==> config.mk <==
export PLATFORM = sky130hd
export DESIGN_NAME = eth_stats_snapshot_buffer
export DESIGN_NICKNAME = d
export VERILOG_FILES = /design/src/rtl/eth_stats_snapshot_buffer.sv
export SDC_FILE = /design/constraint.sdc
export NUM_CORES = 2
export LEC_CHECK = 0
export ABC_CLOCK_PERIOD_IN_PS = 25200
export BUFFER_PORTS_ARGS = -buffer_cell sky130_fd_sc_hd__clkbuf_2
export CAP_MARGIN = 20
export CORE_UTILIZATION = 40
export DETAILED_ROUTE_END_ITERATION = 12
export GPL_TIMING_DRIVEN = 0
export PLACE_DENSITY = 0.59
export SLEW_MARGIN = 10
export SYNTH_ARGS = -nofsm -noshare
export SYNTH_HDL_FRONTEND = slang
export SYNTH_SLANG_ARGS = --single-unit
==> constraint.sdc <==
create_clock -name clk -period 25.2 [get_ports clk]
set_input_delay 1.26 -clock clk [delete_from_list [all_inputs] [get_ports clk]]
set_output_delay 1.26 -clock clk [all_outputs]
set_load 0.05 [all_outputs]
==> src/rtl/eth_stats_snapshot_buffer.sv <==
// eth_stats_snapshot_buffer
//   Samples NUM_CHANNELS counters plus a 64-bit timestamp whenever a sample
//   event fires and queues each snapshot in a DEPTH-entry circular buffer.
//   Software pops the snapshots in order through a first-word-fall-through port.
//   Sample events can come from three sources:
//     - on-change: the counters differ from the previous cycle's counters
//     - periodic:  a tick every sample_period cycles
//     - manual:    a one-cycle request
//   Every event consumes a sequence number, including events that are later
//   lost, so software can see gaps.
//
// Ports
//   clk, rst         clock, synchronous active-high reset
//   enable           sampling active
//   trigger_mask     [0] on-change, [1] periodic
//   sample_period    periodic interval in cycles (0 = periodic off)
//   manual_trigger   one-cycle sample request
//   overwrite        full policy: 1 = overwrite oldest, 0 = drop new
//   flush            one-cycle buffer clear
//   current_time     timestamp captured with each snapshot
//   stats_in         channel counters, channel 0 in the LSBs
//   out_valid        head entry available
//   out_ready        pop the head entry
//   out_time         head timestamp (0 when empty)
//   out_stats        head counters (0 when empty)
//   out_seq          head sequence number (0 when empty)
//   occupancy        number of stored entries, 0..DEPTH
//   dropped_count    snapshots lost, saturating
module eth_stats_snapshot_buffer #(
  parameter int NUM_CHANNELS = 2,
  parameter int CNT_WIDTH    = 64,
  parameter int DEPTH        = 16,
  parameter int PERIOD_WIDTH = 32
) (
  input  logic                              clk,
  input  logic                              rst,
  input  logic                              enable,
  input  logic [1:0]                        trigger_mask,
  input  logic [PERIOD_WIDTH-1:0]           sample_period,
  input  logic                              manual_trigger,
  input  logic                              overwrite,
  input  logic                              flush,
  input  logic [63:0]                       current_time,
  input  logic [NUM_CHANNELS*CNT_WIDTH-1:0] stats_in,
  output logic                              out_valid,
  input  logic                              out_ready,
  output logic [63:0]                       out_time,
  output logic [NUM_CHANNELS*CNT_WIDTH-1:0] out_stats,
  output logic [31:0]                       out_seq,
  output logic [$clog2(DEPTH):0]            occupancy,
  output logic [31:0]                       dropped_count
);

  localparam int SW = NUM_CHANNELS * CNT_WIDTH;
  localparam int PW = $clog2(DEPTH);
  localparam int OW = PW + 1;

  function automatic logic [31:0] sat_inc(input logic [31:0] v);
    return (v == 32'hFFFF_FFFF) ? v : v + 32'd1;
  endfunction

  // Control state
  logic [SW-1:0]           prev_stats_q;
  logic [PERIOD_WIDTH-1:0] period_cnt_q, period_cnt_d;
  logic [PW-1:0]           wr_ptr_q, wr_ptr_d;
  logic [PW-1:0]           rd_ptr_q, rd_ptr_d;
  logic [OW-1:0]           occ_q, occ_d;
  logic [31:0]             seq_q, seq_d;
  logic [31:0]             drop_q, drop_d;

  // Snapshot storage (data only, never reset)
  logic [63:0]   time_mem  [DEPTH];
  logic [SW-1:0] stats_mem [DEPTH];
  logic [31:0]   seq_mem   [DEPTH];

  logic period_run, tick, change, evt, evt_live;
  logic full, empty, pop, wr_en, drop, rd_adv;

  // Event detection
  assign period_run = enable & trigger_mask[1] & (sample_period != '0);
  // >= rather than == so that shrinking the period below the current count
  // still ticks on the next cycle instead of waiting for a wrap.
  assign tick       = period_run & (period_cnt_q >= (sample_period - PERIOD_WIDTH'(1)));
  assign change     = (stats_in != prev_stats_q);
  assign evt        = enable & ((trigger_mask[0] & change) | tick | manual_trigger);
  // An event coinciding with flush is discarded entirely: it consumes no
  // sequence number and is not counted as dropped.
  assign evt_live   = evt & ~flush;

  // Buffer bookkeeping
  assign full   = (occ_q == OW'(DEPTH));
  assign empty  = (occ_q == '0);
  assign pop    = ~empty & out_ready;
  // A full buffer still accepts the write when a pop frees a slot this cycle
  // or when overwrite mode evicts the oldest entry.
  assign wr_en  = evt_live & (~full | pop | overwrite);
  assign drop   = evt_live & full & ~pop;
  // Overwrite eviction advances the read pointer just like a pop.
  assign rd_adv = pop | (wr_en & full & ~pop);

  always_comb begin
    period_cnt_d = period_cnt_q;
    wr_ptr_d     = wr_ptr_q;
    rd_ptr_d     = rd_ptr_q;
    occ_d        = occ_q;
    seq_d        = seq_q;
    drop_d       = drop_q;

    if (!period_run || tick) begin
      period_cnt_d = '0;
    end else begin
      period_cnt_d = period_cnt_q + PERIOD_WIDTH'(1);
    end

    if (flush) begin
      wr_ptr_d = '0;
      rd_ptr_d = '0;
      occ_d    = '0;
    end else begin
      wr_ptr_d = wr_ptr_q + PW'(wr_en);
      rd_ptr_d = rd_ptr_q + PW'(rd_adv);
      occ_d    = occ_q + OW'(wr_en) - OW'(rd_adv);
    end

    if (evt_live) begin
      seq_d = seq_q + 32'd1;
    end

    if (drop) begin
      drop_d = sat_inc(drop_q);
    end
  end

  always_ff @(posedge clk) begin
    if (rst) begin
      prev_stats_q <= '0;
      period_cnt_q <= '0;
      wr_ptr_q     <= '0;
      rd_ptr_q     <= '0;
      occ_q        <= '0;
      seq_q        <= '0;
      drop_q       <= '0;
    end else begin
      prev_stats_q <= stats_in;
      period_cnt_q <= period_cnt_d;
      wr_ptr_q     <= wr_ptr_d;
      rd_ptr_q     <= rd_ptr_d;
      occ_q        <= occ_d;
      seq_q        <= seq_d;
      drop_q       <= drop_d;
    end
  end

  // Capture stage: snapshot of this cycle lands at the write pointer
  always_ff @(posedge clk) begin
    if (wr_en) begin
      time_mem[wr_ptr_q]  <= current_time;
      stats_mem[wr_ptr_q] <= stats_in;
      seq_mem[wr_ptr_q]   <= seq_q;
    end
  end

  // Fall-through head view, forced to zero while empty
  assign out_valid     = ~empty;
  assign out_time      = empty ? '0 : time_mem[rd_ptr_q];
  assign out_stats     = empty ? '0 : stats_mem[rd_ptr_q];
  assign out_seq       = empty ? '0 : seq_mem[rd_ptr_q];
  assign occupancy     = occ_q;
  assign dropped_count = drop_q;

endmodule
======== After elaboration in Yosys (flattened, before gate mapping) ========
Memory sizes are Yosys's and may differ from the RTL's. A register that Yosys moved wholly into a read port is not among the register bits.
Cells that the tools add are included.
word-level totals
  register bits after elaboration ......... 237
  memory bits (writable) .................. 3,584
  input bits .............................. 233
  output and inout port bits .............. 262
  logic and storage cells ................. 59
  memories ................................ 3
operators by class
  $add $sub $neg .......................... 8
  order comparisons ....................... 1
  equality and inequality tests ........... 3
  multiplexer cells ....................... 8
  bitwise operators ....................... 22
  reduce and logical (&&, ||, !) cells .... 7
memories
  name       depth  bits a word  rd ports  clocked after memory_dff  write ports  RTL line  text
  stats_mem  16     128          1         1                         1            73        logic [SW-1:0] stats_mem [DEPTH];
  time_mem   16     64           1         1                         1            72        logic [63:0] time_mem [DEPTH];
  seq_mem    16     32           1         1                         1            74        logic [31:0] seq_mem [DEPTH];
operators by type and width
  cell                                                count
  two-way mux 128 bit                                 1
  != test 128 bit                                     1
  adder 32 x 1 -> 32 bit, second input constant       3
  two-way mux 64 bit                                  1
  equality test 32 bit, second input constant         1
  >= comparator 32 bit                                1
  two-way mux 32 bit                                  1
  nonzero test 32 bit                                 1
  subtractor 32 x 1 -> 32 bit, second input constant  1
  bitwise AND 1 bit                                   12
  two-way mux 4 bit                                   3
  adder 4 x 1 -> 4 bit                                2
  adder 5 x 1 -> 5 bit                                1
  equality test 5 bit, second input constant          1
  logical NOT 5 bit                                   1
  NOT 1 bit                                           5
  OR 1 bit                                            5
  subtractor 5 x 1 -> 5 bit                           1
  OR reduction 2 bit                                  2
  two-way mux 1 bit                                   2
  AND reduction 2 bit                                 1
  logical NOT 1 bit                                   1
  logical OR 1 bit                                    1

======== Depth between registers and ports, before layout ========
  depth in word-level cells ............... 13
  gate-level depth with buffers ........... 27
  depth with buffers taken out ............ 25

======== Least setup slack after synthesis ========
Ideal clock, no wire load.
  kind .................................... input to register
  from .................................... input port sample_period[2]
  to ...................................... memory seq_mem[0][0], enable pin
  setup time .............................. 1,354 ps
  data arrival time ....................... 26,390 ps
  data required time ...................... 23,846 ps
  path slack .............................. -2,544 ps
  cell stages on the path ................. 18
  buffers on the path ..................... 1
  path through ............................ or3_1 -> nor3_1 -> nand2b_1 -> or3_1 -> or2_1 -> clkbuf_1 -> or3_1 -> nor3_1 -> xnor2_1 -> ha_1 -> nand4_1 -> nor4_1 -> nand2_1 -> a2111oi_1 -> a211oi_2 -> a21oi_1 -> o21ai_2 -> nor4_1
between the ends
  longest elaborated chain between the ends .. 10
  elaborated cells between the ends (all ways) .. 12
  those cells by class .................... add/sub (1); order compare (1); mux (2); bitwise (7); reduce/logical (1)
ends and longest elaborated chain
  element                                                             RTL line  text
  from (decl)                                                         39        input logic [PERIOD_WIDTH-1:0] sample_period,
  subtractor 32 x 1 -> 32 bit or nonzero test 32 bit (tied branches)  83, 80
  >= comparator 32 bit or bitwise AND 1 bit (tied branches)           83, 80
  bitwise AND 1 bit *                                                 83        assign tick = period_run & (period_cnt_q >= (sample_period - PERIOD_WIDTH'(1)));
  OR 1 bit * (2 in a row)                                             85        assign evt = enable & ((trigger_mask[0] & change) | tick | manual_trigger);
  bitwise AND 1 bit *                                                 85
  bitwise AND 1 bit *                                                 88        assign evt_live = evt & ~flush;
  bitwise AND 1 bit *                                                 96        assign wr_en = evt_live & (~full | pop | overwrite);
  two-way mux 1 bit *                                                 156       if (wr_en) begin
  two-way mux 1 bit (not written as such) *                           159       seq_mem[wr_ptr_q] <= seq_q;
  to (decl)                                                           74
Mark *: on every way between the ends. The rest lies on a longest branch, timed or not.

======== Worst setup path in the final report ========
  from .................................... input port sample_period[2]
  to ...................................... memory stats_mem[4][34] (netlist name), enable pin
between the ends
  longest elaborated chain between the ends .. 10
  elaborated cells between the ends (all ways) .. 12
  those cells by class .................... add/sub (1); order compare (1); mux (2); bitwise (7); reduce/logical (1)
ends and longest elaborated chain
  element                                                             RTL line  text
  subtractor 32 x 1 -> 32 bit or nonzero test 32 bit (tied branches)  83, 80
  >= comparator 32 bit or bitwise AND 1 bit (tied branches)           83, 80
  bitwise AND 1 bit *                                                 83
  OR 1 bit * (2 in a row)                                             85
  bitwise AND 1 bit *                                                 85
  bitwise AND 1 bit *                                                 88
  bitwise AND 1 bit *                                                 96
  two-way mux 1 bit *                                                 156
  two-way mux 1 bit (not written as such) *                           158       stats_mem[wr_ptr_q] <= stats_in;
  to (decl)                                                           73
Marks and branches as above.

==> summary.txt <==
status = completed
wire length per cell = 31.09 um
Synth Net Count = 6748
cell taking the most area after synthesis = edfxtp_1
Max Fanout on Critical Path = 10
element type at the critical path end = register
Slew Viols, Final = 0
Reg-to-Reg Start = period_cnt_q[27]$_SDFF_PP0_
register area share after synthesis = 0.7650
Initial Util = 0.4018
mapped cell area = 146900 um^2
fin crit share = 0.3702
drt first pass iters = 5
Post-CTS Setup Bufs = 0
max-cap viol count = 0
worst-case clock buffer depth = 4
Clock Skew = 0.06493 ns
CTS sink count = 3821
most common cell in the netlist = edfxtp_1
worst slew pin tran = 1.162 ns
Clock Latency Late Sink = 0.95 ns
TNS Setup = 0 ns
Final nets = 8405
DR vias = 74460
drt drc = 0
slowest CP cell = nor4_2
Leak = 0.05611 uW
Worst Hold Path EP = dropped_count[5]$_SDFFE_PP0P_
Fmax = 107.2 MHz
Final Hold Viols = 0
Hold Path Origin = dropped_count[5]$_SDFFE_PP0P_
Area Growth Syn to Fin = 19.29%
post-cts repair resize count = 0
number of flops mapped to enable cells by yosys = 3584
DRT antenna net count = 0
CP Data Arrival Time = 9.98 ns
vias in the first global route = 75500
ys flop type = edfxtp_1
H-tree depth = 5
R2R Path End = stats_mem[4][34]$_DFFE_PP_
Die Area = 369600 um^2
DR iter-0 viols = 7890
unrepaired setup endpoints after global routing = false
CP peak stage delay = 0.78 ns
worst hold path class = register to register
gr usage total = 0.2206
first-pass GRT wire length = 578800 um
Post-Layout Inst Area = 175200 um^2
clock buffers created by TritonCTS = 387
core area = 365500 um^2
dpl hpwl = 298700 um
worst hold stages = 2
Vias/cell = 5.587
final wirelength = 414300 um
Die H = 608.0 um
cell mode on critical path = buf_4
std cell rows = 222
RD Place Congestion = 0.8144
Clock transition at path regs = 0.06 ns
Crit Path Category = input port to register
flops & latches, synth = 3821
largest net degree at the start of global routing = 24
type of origin of the critical path = input port
initial antenna violation count = 92
share of cells above drive strength 1 = 0.3577
Required @ worst endpoint = 25.85 ns
Slew headroom = 0.2199
buffers added on ports = 493
Bufs and invs on worst path = 16
Async SR Flop Fraction = 0
root buffer cell = clkbuf_16
die width = 608.0 um
Max VDD drop = 53.81 uV
CP top delay family = simple AND/OR/NAND/NOR gates
DP Area = 162000 um^2
Post-CTS Hold Buffers = 0
Critical Path Start = sample_period[2]
I/O pin total = 495
Util after Layout = 0.4793
minimum clock period = 9.328 ns
CTS tree = yes
GRT overflow = 0
commonest cells in the netlist = edfxtp_1 (3584), mux4_2 (1120), clkbuf_1 (260)
yosys warns = 0
register-to-register setup slack = 18.44 ns
Syn Inst Count = 6468
R2R depth = 23
Avg Cell Area, Syn = 22.71 um^2
Area contributors post-synth = edfxtp_1 (73%), mux4_2 (17%), dfxtp_1 (3.2%)
Synth top area share = 0.7327
synth unique cells = 59
setup violators final = 0
PD cells = 87.38 nW/um^2
==> tightest hold or removal path, stage by stage (launching register included) <==
cell and delay [ns]:
dfxtp_1 0.34, o31ai_1 0.07, a21oi_1 0.06
==> logic make-up (layout without fill, tap and decap cells) <==
logic type / count (synthesis) / after routing / share of synthesized area
buffers and inverters: 344 / 2327 / 0.009132
DFF: 3821 / 3821 / 0.7650
other: 0 / 60 / 0
muxes: 1130 / 1130 / 0.1726
and+or+nand+nor: 785 / 785 / 0.03108
adders and majority gates: 47 / 47 / 0.004055
AOI/OAI and AO/OA: 142 / 142 / 0.006261
xor gates and xnor gates: 199 / 199 / 0.01187
==> final cells by class <==
| cell class | count | area, um^2 |
|---|---|---|
| fill | 29800 | 190300 |
| sequential | 3821 | 112400 |
| multi-input combinational | 2303 | 33270 |
| clock buffer | 511 | 10660 |
| timing repair buffer | 1268 | 9494 |
| tap | 4816 | 6026 |
| clock inverter | 204 | 1867 |
| buffer | 324 | 1299 |
| antenna | 60 | 150.1 |
| inverter | 20 | 75.07 |
==> metrics by stage <==
| stage | hold WS (ns) | std cells | power, uW | setup slack (ns) |
|---|---|---|---|---|
| after global routing | 0.5425 | 13300 | 15760 | 15.31 |
| after detailed placement | 0.5033 | 12510 | 9749 | 14.93 |
| after CTS | 0.5122 | 13220 | 15410 | 15.89 |
| after floorplan | 0.4640 | 6468 | 8783 | -2.544 |
| after global placement | 0.4766 | 11780 | 9696 | -36.04 |
| final | 0.5259 | 13330 | 15310 | 15.87 |
==> registers in the layout, summed over array words and instances (netlist names) <==
name and flops:
dropped_count 32, stats_mem 2048, rd_ptr_q 4, seq_q 32
seq_mem 512, occupancy 5, wr_ptr_q 4, prev_stats_q 128
period_cnt_q 32, time_mem 1024
==> routing by layer <==
layer | vias up | wire, um | GRT usage
li1 | 30660 | - | -
met1 | 40270 | 164100 | 0.2887
met2 | 2880 | 207900 | 0.3702
met3 | 617 | 28550 | 0.04213
met4 | 34 | 13560 | 0.07613
met5 | - | 193 | 0
==> worst max-delay path by stage <==
stage               slack, ns                    endpoint  cells after the start
floorplan               -2.54     seq_mem[0][0]$_DFFE_PP_                     18
global placement       -36.04  stats_mem[6][25]$_DFFE_PP_                     19
detailed placement      14.93  stats_mem[4][38]$_DFFE_PP_                     33
CTS                     15.89  stats_mem[4][34]$_DFFE_PP_                     33
global route            15.31  stats_mem[4][39]$_DFFE_PP_                     33
finish                  15.87  stats_mem[4][34]$_DFFE_PP_                     33
==> placed cells by master (no fill, tap or decap), types with 46 or more instances in the layout <==
master / count
clkinv_2: 68
xnor2_1: 166
clkbuf_2: 520
nor2b_1: 140
buf_6: 198
buf_4: 484
edfxtp_1: 3584
and2_1: 238
clkbuf_16: 397
clkbuf_1: 318
ha_1: 46
a21oi_1: 55
buf_8: 62
nand4_1: 65
clkinv_1: 71
dfxtp_1: 237
nand2_1: 55
buf_1: 52
diode_2: 60
nor2_1: 89
mux4_2: 1120
==> power by group <==
group	switching, uW	internal, uW	leakage [uW]
combinational	1760	883	0.0153
sequential	13.2	6950	0.0347
clock	2400	3300	0.00614
Power figures use the tool's default switching activity.
